[config.mk]
export PLATFORM = sky130hd
export DESIGN_NAME = fetch_unit_flat
export DESIGN_NICKNAME = d
export VERILOG_FILES = /design/src/rtl/fetch_unit_if.sv /design/src/rtl/fetch_unit.sv /design/src/flat_wrapper.sv
export SDC_FILE = /design/constraint.sdc
export NUM_CORES = 1
export LEC_CHECK = 0
export CORE_MARGIN = 1
export CORE_UTILIZATION = 47
export DETAILED_ROUTE_END_ITERATION = 8
export GPL_ROUTABILITY_DRIVEN = 0
export PLACE_DENSITY = 0.87
export SLEW_MARGIN = 20
export SYNTH_ARGS = -nofsm -noshare
export SYNTH_HDL_FRONTEND = slang
export SYNTH_SLANG_ARGS = --single-unit
[constraint.sdc]
create_clock -name clk -period 5.2 [get_ports clk]
set_clock_uncertainty 0.15 [all_clocks]
set_input_delay 0.52 -clock clk [delete_from_list [all_inputs] [get_ports clk]]
set_output_delay 0.52 -clock clk [all_outputs]
set_load 0.03 [all_outputs]
[src/rtl/fetch_unit_if.sv]
// ----------------------------------------------------------------------------
// fetch_unit_if
//   Bundles every non-clock signal of the fetch/PC stage: the instruction
//   memory req/ack bus, the held instruction and PC presented to decode, the
//   decoder/ALU inputs used to select the next PC, and the status outputs.
//
//   Modports:
//     master - the fetch unit itself (drives imem_req/addr, instr, pc, ...)
//     slave  - the environment: instruction memory, decoder, ALU, datapath
//
//   Signals:
//     imem_req     fetch request, registered
//     imem_addr    byte address, always equal to pc
//     imem_ack     imem_rdata valid this cycle (only sampled while imem_req)
//     imem_rdata   instruction word from memory
//     instr        held instruction for decode/execute
//     instr_valid  instr is valid and executing
//     pc           address of the current instruction
//     pc_plus4     pc + 4, combinational
//     exec_done    datapath finished the current instruction
//     branch/jump/jumpR  decoder control flags
//     zero         ALU zero flag of the bne compare
//     reg_rs       rs register value, jr target
//     err          sticky misaligned-jr fault
//     retired      count of retired instructions
// ----------------------------------------------------------------------------
interface fetch_unit_if;
    logic        imem_req;
    logic [31:0] imem_addr;
    logic        imem_ack;
    logic [31:0] imem_rdata;
    logic [31:0] instr;
    logic        instr_valid;
    logic [31:0] pc;
    logic [31:0] pc_plus4;
    logic        exec_done;
    logic        branch;
    logic        jump;
    logic        jumpR;
    logic        zero;
    logic [31:0] reg_rs;
    logic        err;
    logic [31:0] retired;

    modport master (
        output imem_req,
        output imem_addr,
        input  imem_ack,
        input  imem_rdata,
        output instr,
        output instr_valid,
        output pc,
        output pc_plus4,
        input  exec_done,
        input  branch,
        input  jump,
        input  jumpR,
        input  zero,
        input  reg_rs,
        output err,
        output retired
    );

    modport slave (
        input  imem_req,
        input  imem_addr,
        output imem_ack,
        output imem_rdata,
        input  instr,
        input  instr_valid,
        input  pc,
        input  pc_plus4,
        output exec_done,
        output branch,
        output jump,
        output jumpR,
        output zero,
        output reg_rs,
        input  err,
        input  retired
    );
endinterface

[src/rtl/fetch_unit.sv]
// ----------------------------------------------------------------------------
// fetch_unit
//   Instruction fetch and program-counter stage of the MIPS core. Fetches one
//   instruction over a req/ack handshake, holds it stable while the datapath
//   executes it, then commits the next PC when exec_done is seen.
//
//   Next-PC priority on commit: jr (reg_rs) > j (pseudo-direct) >
//   bne taken (pc+4 + sext(imm)<<2) > pc+4. A jr to a non-word-aligned target
//   raises a sticky err and parks the unit in an absorbing ERR state.
//
//   Ports:
//     clk    single clock, rising edge
//     rst_n  asynchronous active-low reset
//     bus    fetch_unit_if.master, see the interface for signal list
//
//   Parameter:
//     RESET_PC  word-aligned PC loaded on reset
// ----------------------------------------------------------------------------
module fetch_unit #(
    parameter logic [31:0] RESET_PC = 32'h0000_0000
) (
    input  logic         clk,
    input  logic         rst_n,
    fetch_unit_if.master bus
);

    typedef enum logic [1:0] {
        StStart = 2'd0,
        StFetch = 2'd1,
        StExec  = 2'd2,
        StErr   = 2'd3
    } state_e;

    state_e      r_state;
    logic [31:0] r_pc;
    logic [31:0] r_instr;
    logic        r_instr_valid;
    logic        r_imem_req;
    logic        r_err;
    logic [31:0] r_retired;

    logic [31:0] w_pc_plus4;
    logic [31:0] w_br_offset;
    logic [31:0] w_br_target;
    logic [31:0] w_jump_target;
    logic [31:0] w_next_pc;
    logic        w_jr_misaligned;

    // ------------------------------------------------------------------------
    // Next-PC selection
    // ------------------------------------------------------------------------
    assign w_pc_plus4    = r_pc + 32'd4;
    assign w_br_offset   = {{14{r_instr[15]}}, r_instr[15:0], 2'b00};
    assign w_br_target   = w_pc_plus4 + w_br_offset;
    assign w_jump_target = {w_pc_plus4[31:28], r_instr[25:0], 2'b00};

    // Only meaningful on the exec_done cycle; jumpR gates reg_rs so an X on
    // reg_rs cannot raise a fault for non-jr instructions.
    assign w_jr_misaligned = bus.jumpR && (bus.reg_rs[1:0] != 2'b00);

    // Nested if/else rather than a mux tree so a lower-priority flag is never
    // even evaluated once a higher one is set; the decoder leaves branch as a
    // don't-care on j/jr.
    always_comb begin
        w_next_pc = w_pc_plus4;
        if (bus.jumpR) begin
            w_next_pc = bus.reg_rs;
        end else if (bus.jump) begin
            w_next_pc = w_jump_target;
        end else if (bus.branch && !bus.zero) begin
            w_next_pc = w_br_target;
        end else begin
            w_next_pc = w_pc_plus4;
        end
    end

    // ------------------------------------------------------------------------
    // Control FSM with registered outputs
    // ------------------------------------------------------------------------
    always_ff @(posedge clk or negedge rst_n) begin
        if (!rst_n) begin
            r_state       <= StStart;
            r_pc          <= RESET_PC;
            r_instr       <= 32'h0000_0000;
            r_instr_valid <= 1'b0;
            r_imem_req    <= 1'b0;
            r_err         <= 1'b0;
            r_retired     <= 32'h0000_0000;
        end else begin
            unique case (r_state)
                StStart: begin
                    r_state    <= StFetch;
                    r_imem_req <= 1'b1;
                end

                StFetch: begin
                    // Wait states are unbounded; everything holds until ack.
                    if (bus.imem_ack) begin
                        r_instr       <= bus.imem_rdata;
                        r_instr_valid <= 1'b1;
                        r_imem_req    <= 1'b0;
                        r_state       <= StExec;
                    end
                end

                StExec: begin
                    if (bus.exec_done) begin
                        if (w_jr_misaligned) begin
                            // pc and retired stay on the faulting jr.
                            r_err         <= 1'b1;
                            r_instr_valid <= 1'b0;
                            r_state       <= StErr;
                        end else begin
                            r_pc          <= w_next_pc;
                            r_instr_valid <= 1'b0;
                            r_imem_req    <= 1'b1;
                            r_retired     <= r_retired + 32'd1;
                            r_state       <= StFetch;
                        end
                    end
                end

                StErr: begin
                    // Absorbing: only rst_n leaves this state.
                end

                default: begin
                    r_state <= StErr;
                end
            endcase
        end
    end

    // ------------------------------------------------------------------------
    // Outputs
    // ------------------------------------------------------------------------
    assign bus.imem_req    = r_imem_req;
    assign bus.imem_addr   = r_pc;
    assign bus.instr       = r_instr;
    assign bus.instr_valid = r_instr_valid;
    assign bus.pc          = r_pc;
    assign bus.pc_plus4    = w_pc_plus4;
    assign bus.err         = r_err;
    assign bus.retired     = r_retired;

endmodule

[src/flat_wrapper.sv]
// flat-port wrapper written by rule: the top's interface ports become plain ports
module fetch_unit_flat 
#(
    parameter logic [31:0] RESET_PC = 32'h0000_0000
)
  (clk, rst_n, bus_imem_req, bus_imem_addr, bus_imem_ack, bus_imem_rdata, bus_instr, bus_instr_valid, bus_pc, bus_pc_plus4, bus_exec_done, bus_branch, bus_jump, bus_jumpR, bus_zero, bus_reg_rs, bus_err, bus_retired);
  fetch_unit_if bus_i ();
  input  logic clk;
  input  logic rst_n;
  output wire logic [$bits(bus_i.imem_req)-1:0] bus_imem_req;
  output wire logic [$bits(bus_i.imem_addr)-1:0] bus_imem_addr;
  input wire logic [$bits(bus_i.imem_ack)-1:0] bus_imem_ack;
  input wire logic [$bits(bus_i.imem_rdata)-1:0] bus_imem_rdata;
  output wire logic [$bits(bus_i.instr)-1:0] bus_instr;
  output wire logic [$bits(bus_i.instr_valid)-1:0] bus_instr_valid;
  output wire logic [$bits(bus_i.pc)-1:0] bus_pc;
  output wire logic [$bits(bus_i.pc_plus4)-1:0] bus_pc_plus4;
  input wire logic [$bits(bus_i.exec_done)-1:0] bus_exec_done;
  input wire logic [$bits(bus_i.branch)-1:0] bus_branch;
  input wire logic [$bits(bus_i.jump)-1:0] bus_jump;
  input wire logic [$bits(bus_i.jumpR)-1:0] bus_jumpR;
  input wire logic [$bits(bus_i.zero)-1:0] bus_zero;
  input wire logic [$bits(bus_i.reg_rs)-1:0] bus_reg_rs;
  output wire logic [$bits(bus_i.err)-1:0] bus_err;
  output wire logic [$bits(bus_i.retired)-1:0] bus_retired;
  assign bus_imem_req = bus_i.imem_req;
  assign bus_imem_addr = bus_i.imem_addr;
  assign bus_i.imem_ack = bus_imem_ack;
  assign bus_i.imem_rdata = bus_imem_rdata;
  assign bus_instr = bus_i.instr;
  assign bus_instr_valid = bus_i.instr_valid;
  assign bus_pc = bus_i.pc;
  assign bus_pc_plus4 = bus_i.pc_plus4;
  assign bus_i.exec_done = bus_exec_done;
  assign bus_i.branch = bus_branch;
  assign bus_i.jump = bus_jump;
  assign bus_i.jumpR = bus_jumpR;
  assign bus_i.zero = bus_zero;
  assign bus_i.reg_rs = bus_reg_rs;
  assign bus_err = bus_i.err;
  assign bus_retired = bus_i.retired;
  fetch_unit #(.RESET_PC(RESET_PC)) u_core (.clk(clk), .rst_n(rst_n), .bus(bus_i));
endmodule
======== Word level (Yosys, flattened, before mapping) ========
Index checks and enable logic that the tools add are counted.
Widths: inputs -> output; s select.
cells by class
  add/subtract/negate cells ............... 3
  eq/ne operators ......................... 5
  multiplexer cells ....................... 14
  bitwise gates (word level) .............. 1
  reductions and logical operators ........ 13
operator list
  operator               count
  $mux 32                3
  $add 32x1->32 const B  1
  $add 32x3->32 const B  1
  $add 32x32->32         1
  $reduce_and 3->1       4
  $mux 2                 3
  $ne 2x2->1 const B     3
  $pmux 2 s3             1
  $mux 1                 5
  $reduce_and 4->1       1
  $reduce_bool 2->1      2
  $pmux 1 s3             1
  $reduce_bool 3->1      1
  $eq 2x1->1 const B     1
  $eq 2x2->1 const B     1
  $logic_and 1x1->1      2
  $logic_not 2->1        1
  $pmux 1 s2             1
  $reduce_and 2->1       1
  $logic_not 1->1        1
  $not 1->1              1
storage, ports and cells
  bits in registers ....................... 101
  input port bits ......................... 72

======== Logic depth before layout (Yosys ltp) ========
Gate-level depths: netlist of the first run.
  word-level depth ........................ 5
  gate-level depth with buffers ........... 17

======== Worst setup path before layout of the first run ========
OpenSTA, ideal clock, no wires.
  kind .................................... reg2reg
  start ................................... register u_core.r_pc[8], in the netlist u_core.bus.imem_addr[8]
  end ..................................... register u_core.r_pc[27], in the netlist u_core.bus.imem_addr[27]
  setup time .............................. 136 ps
  data arrival time ....................... 4,276 ps
  path slack .............................. 637 ps
  cell stages (with the launch flop) ...... 18
  path buffers ............................ 2
  clock period less this slack ............ 4,563 ps
  path through ............................ dfrtp_1 > and4_2 > nand4_4 > or2_1 > buf_6 > nor3_1 > xor2_1 > ha_1 > clkbuf_1 > nand4_1 > nor2_1 > a22oi_1 > a41oi_1 > o41ai_2 > xor2_1 > nor2_1 > a2111oi_0 > o21ai_0
on the way
  word-level cells in the longest chain between the ends .. 5
RTL lines
  item                    RTL line            source
  start, declared         fetch_unit.sv:35    logic [31:0] r_pc;
  start signal, assigned  fetch_unit.sv:114   r_pc <= w_next_pc;
  $add 32x3->32           fetch_unit.sv:52    assign w_pc_plus4 = r_pc + 32'd4;
  via bus_pc_plus4[22]    flat_wrapper.sv:17  output wire logic [$bits(bus_i.pc_plus4)-1:0] bus_pc_plus4;
  $add 32x32->32          fetch_unit.sv:54    assign w_br_target = w_pc_plus4 + w_br_offset;
  $mux 32                 fetch_unit.sv:70    end else if (bus.branch && !bus.zero) begin
  $mux 32                 fetch_unit.sv:68    end else if (bus.jump) begin
  $mux 32                 fetch_unit.sv:66    if (bus.jumpR) begin
The timed path passes the listed nets, and every way through them passes these cells.
A chain may end at the register's enable or synchronous reset.

======== Worst setup path in the final report of the first run ========
  start ................................... register u_core.r_pc[15], in the netlist u_core.bus.imem_addr[15]
  end ..................................... register u_core.r_pc[27], in the netlist u_core.bus.imem_addr[27]
on the way
  word-level cells in the longest chain between the ends .. 5
RTL lines
  item               RTL line
  $add 32x3->32 (*)  fetch_unit.sv:52
  $add 32x32->32     fetch_unit.sv:54
  $mux 32 (*)        fetch_unit.sv:70
  $mux 32 (*)        fetch_unit.sv:68
  $mux 32 (*)        fetch_unit.sv:66
Every way passes the cells marked *; elsewhere a longest branch is shown, timed or not.

==> results of run 1 <==
-- worst max-delay path, cell delays in order (launching register included) --
cell       delay (ns)
dfrtp_1          0.52
nand3_1          0.18
or3_1            0.34
or2_1            0.36
nor2_1           0.17
xor2_1           0.33
ha_1             0.38
a21oi_1          0.21
o21ai_0          0.14
nor2_1           0.14
a41oi_1          0.21
o41ai_2          0.42
xor2_1           0.19
nor2_1           0.05
a2111oi_0        0.36
o21ai_0          0.14
-- Yosys cell counts (18+ instances only) --
| cell type | n | share of area |
|---|---|---|
| nand2_1 | 85 | 0.044 |
| and3_1 | 18 | 0.016 |
| a21oi_1 | 55 | 0.038 |
| xnor2_1 | 56 | 0.068 |
| o21ai_0 | 46 | 0.032 |
| buf_4 | 34 | 0.035 |
| ha_1 | 42 | 0.073 |
| inv_1 | 19 | 0.0099 |
| dfrtp_1 | 101 | 0.35 |
| clkbuf_1 | 22 | 0.011 |
| nand3_1 | 31 | 0.021 |
| xor2_1 | 24 | 0.029 |
| nor2_1 | 68 | 0.035 |
| mux2_2 | 33 | 0.051 |
-- cell usage in the layout (no fill, tap or decap), types with 4 or more instances in the layout --
cell               n
clkdlybuf4s50_1  233
dfrtp_1          101
nand2_1           85
nor2_1            68
xnor2_1           56
a21oi_1           55
o21ai_0           46
ha_1              42
mux2_2            33
nand3_1           30
xor2_1            24
inv_1             19
and3_1            18
a21o_1            15
nor3_1            14
nand4_1           14
a31oi_1           10
o211ai_1          10
clkbuf_16          9
buf_4              9
o22ai_1            8
mux2i_1            7
and2_1             5
o21a_1             5
a211oi_1           5
or3_1              4
o41ai_1            4
a311oi_1           4
-- worst max path at each step --
stage / depth (start not counted) / slack (ns) / endpoint
2_1_floorplan: 17 / 0.64 / u_core.bus.imem_addr[27]
3_3_place_gp: 15 / 1.06 / u_core.bus.imem_addr[27]
3_5_place_dp: 15 / 0.85 / u_core.bus.imem_addr[27]
4_1_cts: 15 / 0.83 / u_core.bus.imem_addr[27]
5_1_grt: 15 / 0.40 / u_core.bus.imem_addr[27]
6_report: 15 / 0.79 / u_core.bus.imem_addr[27]
-- layer usage --
layer / wire length [um] / share of wire
met4: 719 / 0.031
met5: 0 / 0
met3: 1750 / 0.075
met1: 9710 / 0.42
met2: 11100 / 0.48
-- flip-flops by register name (all words and copies together), names as in the netlist --
| signal | flops |
|---|---|
| u_core.bus.imem_addr | 32 |
| u_core.bus.instr | 32 |
| u_core.bus.retired | 32 |
| u_core.r_state | 2 |
| u_core.bus.err | 1 |
| u_core.bus.imem_req | 1 |
| u_core.bus.instr_valid | 1 |
-- cell families (layout without fill, tap and decap cells) --
| family | after synthesis | after routing | share of synthesized area |
|---|---|---|---|
| adders and majority gates | 43 | 43 | 0.0754 |
| DFF | 101 | 101 | 0.349 |
| muxes | 40 | 40 | 0.0611 |
| and+or+nand+nor | 265 | 265 | 0.179 |
| xor gates and xnor gates | 80 | 80 | 0.0969 |
| buffers and inverters | 83 | 277 | 0.0619 |
| AOI/OAI and AO/OA | 198 | 198 | 0.177 |
-- metrics by stage --
stage	setup WS (ns)	total power (uW)	area, um^2
after detailed placement	0.849	6280	9490
after floorplan	0.637	4720	7230
after global routing	0.403	7550	9820
final	0.785	7120	9820
after CTS	0.827	7070	9820
after global placement	1.06	6180	9490
-- cell type report --
type | count | area, um^2 | area share
repair buffers | 242 | 2400 | 0.244
clock inverters | 6 | 88.8 | 0.00904
inverters | 19 | 71.3 | 0.00726
well taps | 184 | 230 | 0.0234
multi-input cells | 626 | 4270 | 0.434
flip-flops and latches | 101 | 2530 | 0.257
clock buffers | 10 | 239 | 0.0243
-- power breakdown --
group          switching [uW]  internal [uW]
Clock                     349            402
Combinational            2870           2030
Sequential                420           1050
Total                    3640           3490
==> results_dict.tcl, run 1 <==
set metrics [dict create \
    yosysSeqAreaShare 0.349 \
    dp_hpwl_mm 17.3 \
    cts.repair.resized 0 \
    htreeDepth 3 \
    place_inst 1172 \
    cts_buffer_depth 2 \
    yosys.cell_types.count 66 \
    setup_viol 0 \
    hold_viol 0 \
    fp.dieW_um 126 \
    r2r-start "u_core.bus.imem_addr[15]" \
    io_buffers 234 \
    clockRootBuffer "clkbuf_16" \
    rr_endpoint "u_core.bus.imem_addr[27]" \
    pin_count 235 \
    startpoint_type "register" \
    synthArstFlopShare 1.00 \
    worstPathMaxFanout 8 \
    ctsHoldBuffers 0 \
    antenna_found_initial 0 \
    slew_headroom 0.339 \
    crit_start "u_core.bus.imem_addr[15]" \
    via_per_inst 5.97 \
    critPathRequiredTime_ns 5.28 \
    utilization 0.666 \
    grt_util_met2 0.487 \
    wl_per_cell_um 19.6 \
    reg2reg_slack_ns 0.79 \
    cp-end-kind "register" \
    synth-edff-count 0 \
    route.detailed.drc 0 \
    syn_to_final_growth_pct 35.8 \
    syn_nets 925 \
    grt.met1_usage 0.384 \
    crit_type "register to register" \
    netlist_instances 810 \
    total_leakage_power_uw 0.00416 \
    fill_cells 1146 \
    post-route-period-util 0.849 \
    maxCapViolations 0 \
    worst_pin_slew_ns 0.992 \
    numCtsBuffers 9 \
    cts_tree "built" \
    clkSinkCount 101 \
    r2r_cells 15 \
    synth_area_per_cell_um2 8.93 \
    synth.yosys.warnings 0 \
    grt_pass1_vias 6926 \
    die-area_mm2 0.0159 \
    met3_usage 0.0586 \
    setup_tns_ns 0 \
    grt_busiest_layer "met2" \
    hold_slack_ns 0.00318 \
    rsz0062_at_grt "false" \
    nets 1114 \
    via_count 7090 \
    synth_ff_type "dfrtp_1" \
    num_rows 44 \
    post_cts_buffers 0 \
    drv_slew 0 \
    period_minus_slack_ns 4.41 \
    overflow 0 \
    ir_drop_mv 0.540 \
    hold_class "primary input to asynchronous set/reset pin" \
    design.core.area_mm2 0.0148 \
    synth-seq-cells 101 \
    clk_pin_slew_ns 0.07 \
    routed_wl_mm 23.3 \
    status "complete, no violations" \
    stdcell_count 1188 \
    clkLatencyLatePin_ns 0.36 \
    grt_max_degree 58 \
    crit_arrival_ns 4.50 \
    first_iter_violations 601 \
    grt_pass1_wl_mm 36.8 \
    track_usage 0.297 \
    die_y_um 126 \
    start_util 0.490 \
    synth_area_mm2 0.00723 \
    drive_gt1_frac 0.0737 \
    p_per_area_mw_per_mm2 725 \
    max_freq_mhz 227 \
    ant_nets 0 \
    dr.pass1.iters 5 \
    diodes 0 \
]
No activity file was read; power rests on OpenSTA's default activity.
==> inputs of run 2 (changes only) <==
clock period = 4.2 ns   (was 5.2 ns; I/O delays follow)
==> run 2 against run 1 <==
  * The flow now finishes with violations (negative hold slack)
  * Final area up 3.6%
  * Setup slack worse by 0.64 ns
  * Cell count up 2.5%
  * Hold slack worse by 0.033 ns
  * Sequential share of layout area down 0.74 points
  * First-iteration DRC count up 11%
  * Fmax up 8.8%
  * Utilization up 2.4 points
  * Routed wire length up 2.7%
  * Critical path type unchanged
  * Largest power group unchanged
==> results_dict.tcl, run 2 (synthesis gave the netlist of run 1 again) <==
set metrics [dict create \
    crit_type "register to register" \
    start_util 0.490 \
    io_buffers 234 \
    grt_max_degree 58 \
    maxCapViolations 0 \
    hold_viol 22 \
    antenna_found_initial 0 \
    routed_wl_mm 23.9 \
    dp_hpwl_mm 17.5 \
    period_minus_slack_ns 4.06 \
    num_rows 44 \
    crit_arrival_ns 4.15 \
    cts_buffer_depth 2 \
    track_usage 0.299 \
    p_total_uw 9090 \
    die_y_um 126 \
    diodes 0 \
    cts_tree "built" \
    slew_headroom 0.443 \
    max_freq_mhz 247 \
    via_per_inst 5.93 \
    design.core.area_mm2 0.0148 \
    nets 1144 \
    htreeDepth 3 \
    violations "negative hold slack" \
    dr.pass1.iters 6 \
    fill_cells 1148 \
    place_inst 1191 \
    reg2reg_slack_ns 0.14 \
    worst_pin_slew_ns 0.829 \
    hold_class "primary input to asynchronous set/reset pin" \
    ctsHoldBuffers 0 \
    final_common_cell "clkdlybuf4s50_1" \
    clockRootBuffer "clkbuf_16" \
    grt_pass1_wl_mm 37.3 \
    critPathRequiredTime_ns 4.29 \
    fp.dieW_um 126 \
    via_count 7219 \
    startpoint_type "register" \
    clkLatencyLatePin_ns 0.37 \
    numCtsBuffers 9 \
    wl_per_cell_um 19.7 \
    status "complete, but fails checks" \
    cp-end-kind "register" \
    syn_to_final_growth_pct 40.6 \
    drive_gt1_frac 0.132 \
    ir_drop_mv 0.704 \
    setup_viol 0 \
    pin_count 235 \
    overflow 0 \
    total_leakage_power_uw 0.00433 \
    die-area_mm2 0.0159 \
    hold_slack_ns -0.0294 \
    drv_slew 0 \
    clk_pin_slew_ns 0.08 \
    post-route-period-util 0.966 \
    first_iter_violations 669 \
    stdcell_count 1218 \
    mostFrequentLayoutCells "233 x clkdlybuf4s50_1, 89 x dfrtp_1, 85 x nand2_1" \
    clkSinkCount 101 \
    route.detailed.drc 0 \
    worstPathMaxFanout 8 \
    grt_pass1_vias 7178 \
    p_per_area_mw_per_mm2 894 \
    ant_nets 0 \
]
-- run 2: changes by cell type in the layout (fill, tap and decap cells not counted), sizes merged --
cell	previous run	this run
bufinv	1	0
buf	9	39
clkinv	2	5
inv	22	20
clkbuf	10	9
clkinvlp	0	1
-- run 2: metal layers --
metal  global-route usage  up-vias  wire, um
li1                     -     3318         -
met2                0.500      409     11600
met5                    0        -         0
met4                0.137        0       779
met1                0.367     3431      9490
met3               0.0684       61      2060
-- run 2: path summary, 6_finish.rpt --
kind                                            endpoint  cells past startpoint               startpoint
worst max register to register  u_core.bus.imem_addr[27]                     16  u_core.bus.imem_addr[9]
worst max-delay path            u_core.bus.imem_addr[27]                     16  u_core.bus.imem_addr[9]
worst min-delay path              u_core.bus.retired[30]                      1                    rst_n
max in group asynchronous         u_core.bus.retired[14]                      2                    rst_n
min in group clk                  u_core.bus.retired[15]                      1   u_core.bus.retired[15]
worst min register to register    u_core.bus.retired[15]                      1   u_core.bus.retired[15]
-- run 2: area by class of cell --
cell class | count | area, um^2 | area share
Multi-Input combinational cell | 626 | 4390 | 0.431
Timing Repair Buffer | 272 | 2630 | 0.258
Sequential cell | 101 | 2540 | 0.250
Tap cell | 184 | 230 | 0.0226
Clock buffer | 9 | 225 | 0.0221
Clock inverter | 7 | 90.1 | 0.00886
Inverter | 19 | 71.3 | 0.00701
-- run 2: repair_timing --
| item | CTS | global route |
|---|---|---|
| setup buffers | 0 | 11 |
| resized for setup | 1 | 28 |
| pin swaps | 0 | 10 |
| endpoints found under the setup margin | 1 | 7 |
| endpoints found under the hold margin | 0 | 0 |
-- run 2: critical path, stage by stage (launching register included) --
cell	delay, ns
dfrtp_2	0.44
and4_4	0.28
nand4_4	0.14
or2_4	0.32
nor3_4	0.20
xor2_2	0.22
ha_1	0.28
buf_4	0.17
nand2_1	0.09
nor2_1	0.05
a22oi_1	0.23
a41oi_2	0.20
o41ai_4	0.43
xor2_1	0.21
nor2_1	0.07
a2111oi_2	0.34
o21ai_1	0.10
-- run 2: power breakdown --
| part | internal (uW) | switching [uW] |
|---|---|---|
| combinational | 2730 | 3750 |
| sequential | 1320 | 434 |
| clock | 426 | 440 |
-- run 2: per-stage QoR --
step	setup WS (ns)	utilization	area (um^2)	hold slack, ns	TNS (ns)
2_1_floorplan	-0.0915	-	7280	-0.0256	-0.253
3_3_place_gp	0.137	0.656	9680	0.302	0
3_5_place_dp	0.00390	0.656	9680	0.327	0
4_1_cts	0.0145	0.678	10000	0.00413	0
5_1_grt	-0.0660	0.689	10200	0.0409	-0.120
6_report	0.144	0.689	10200	-0.0294	0
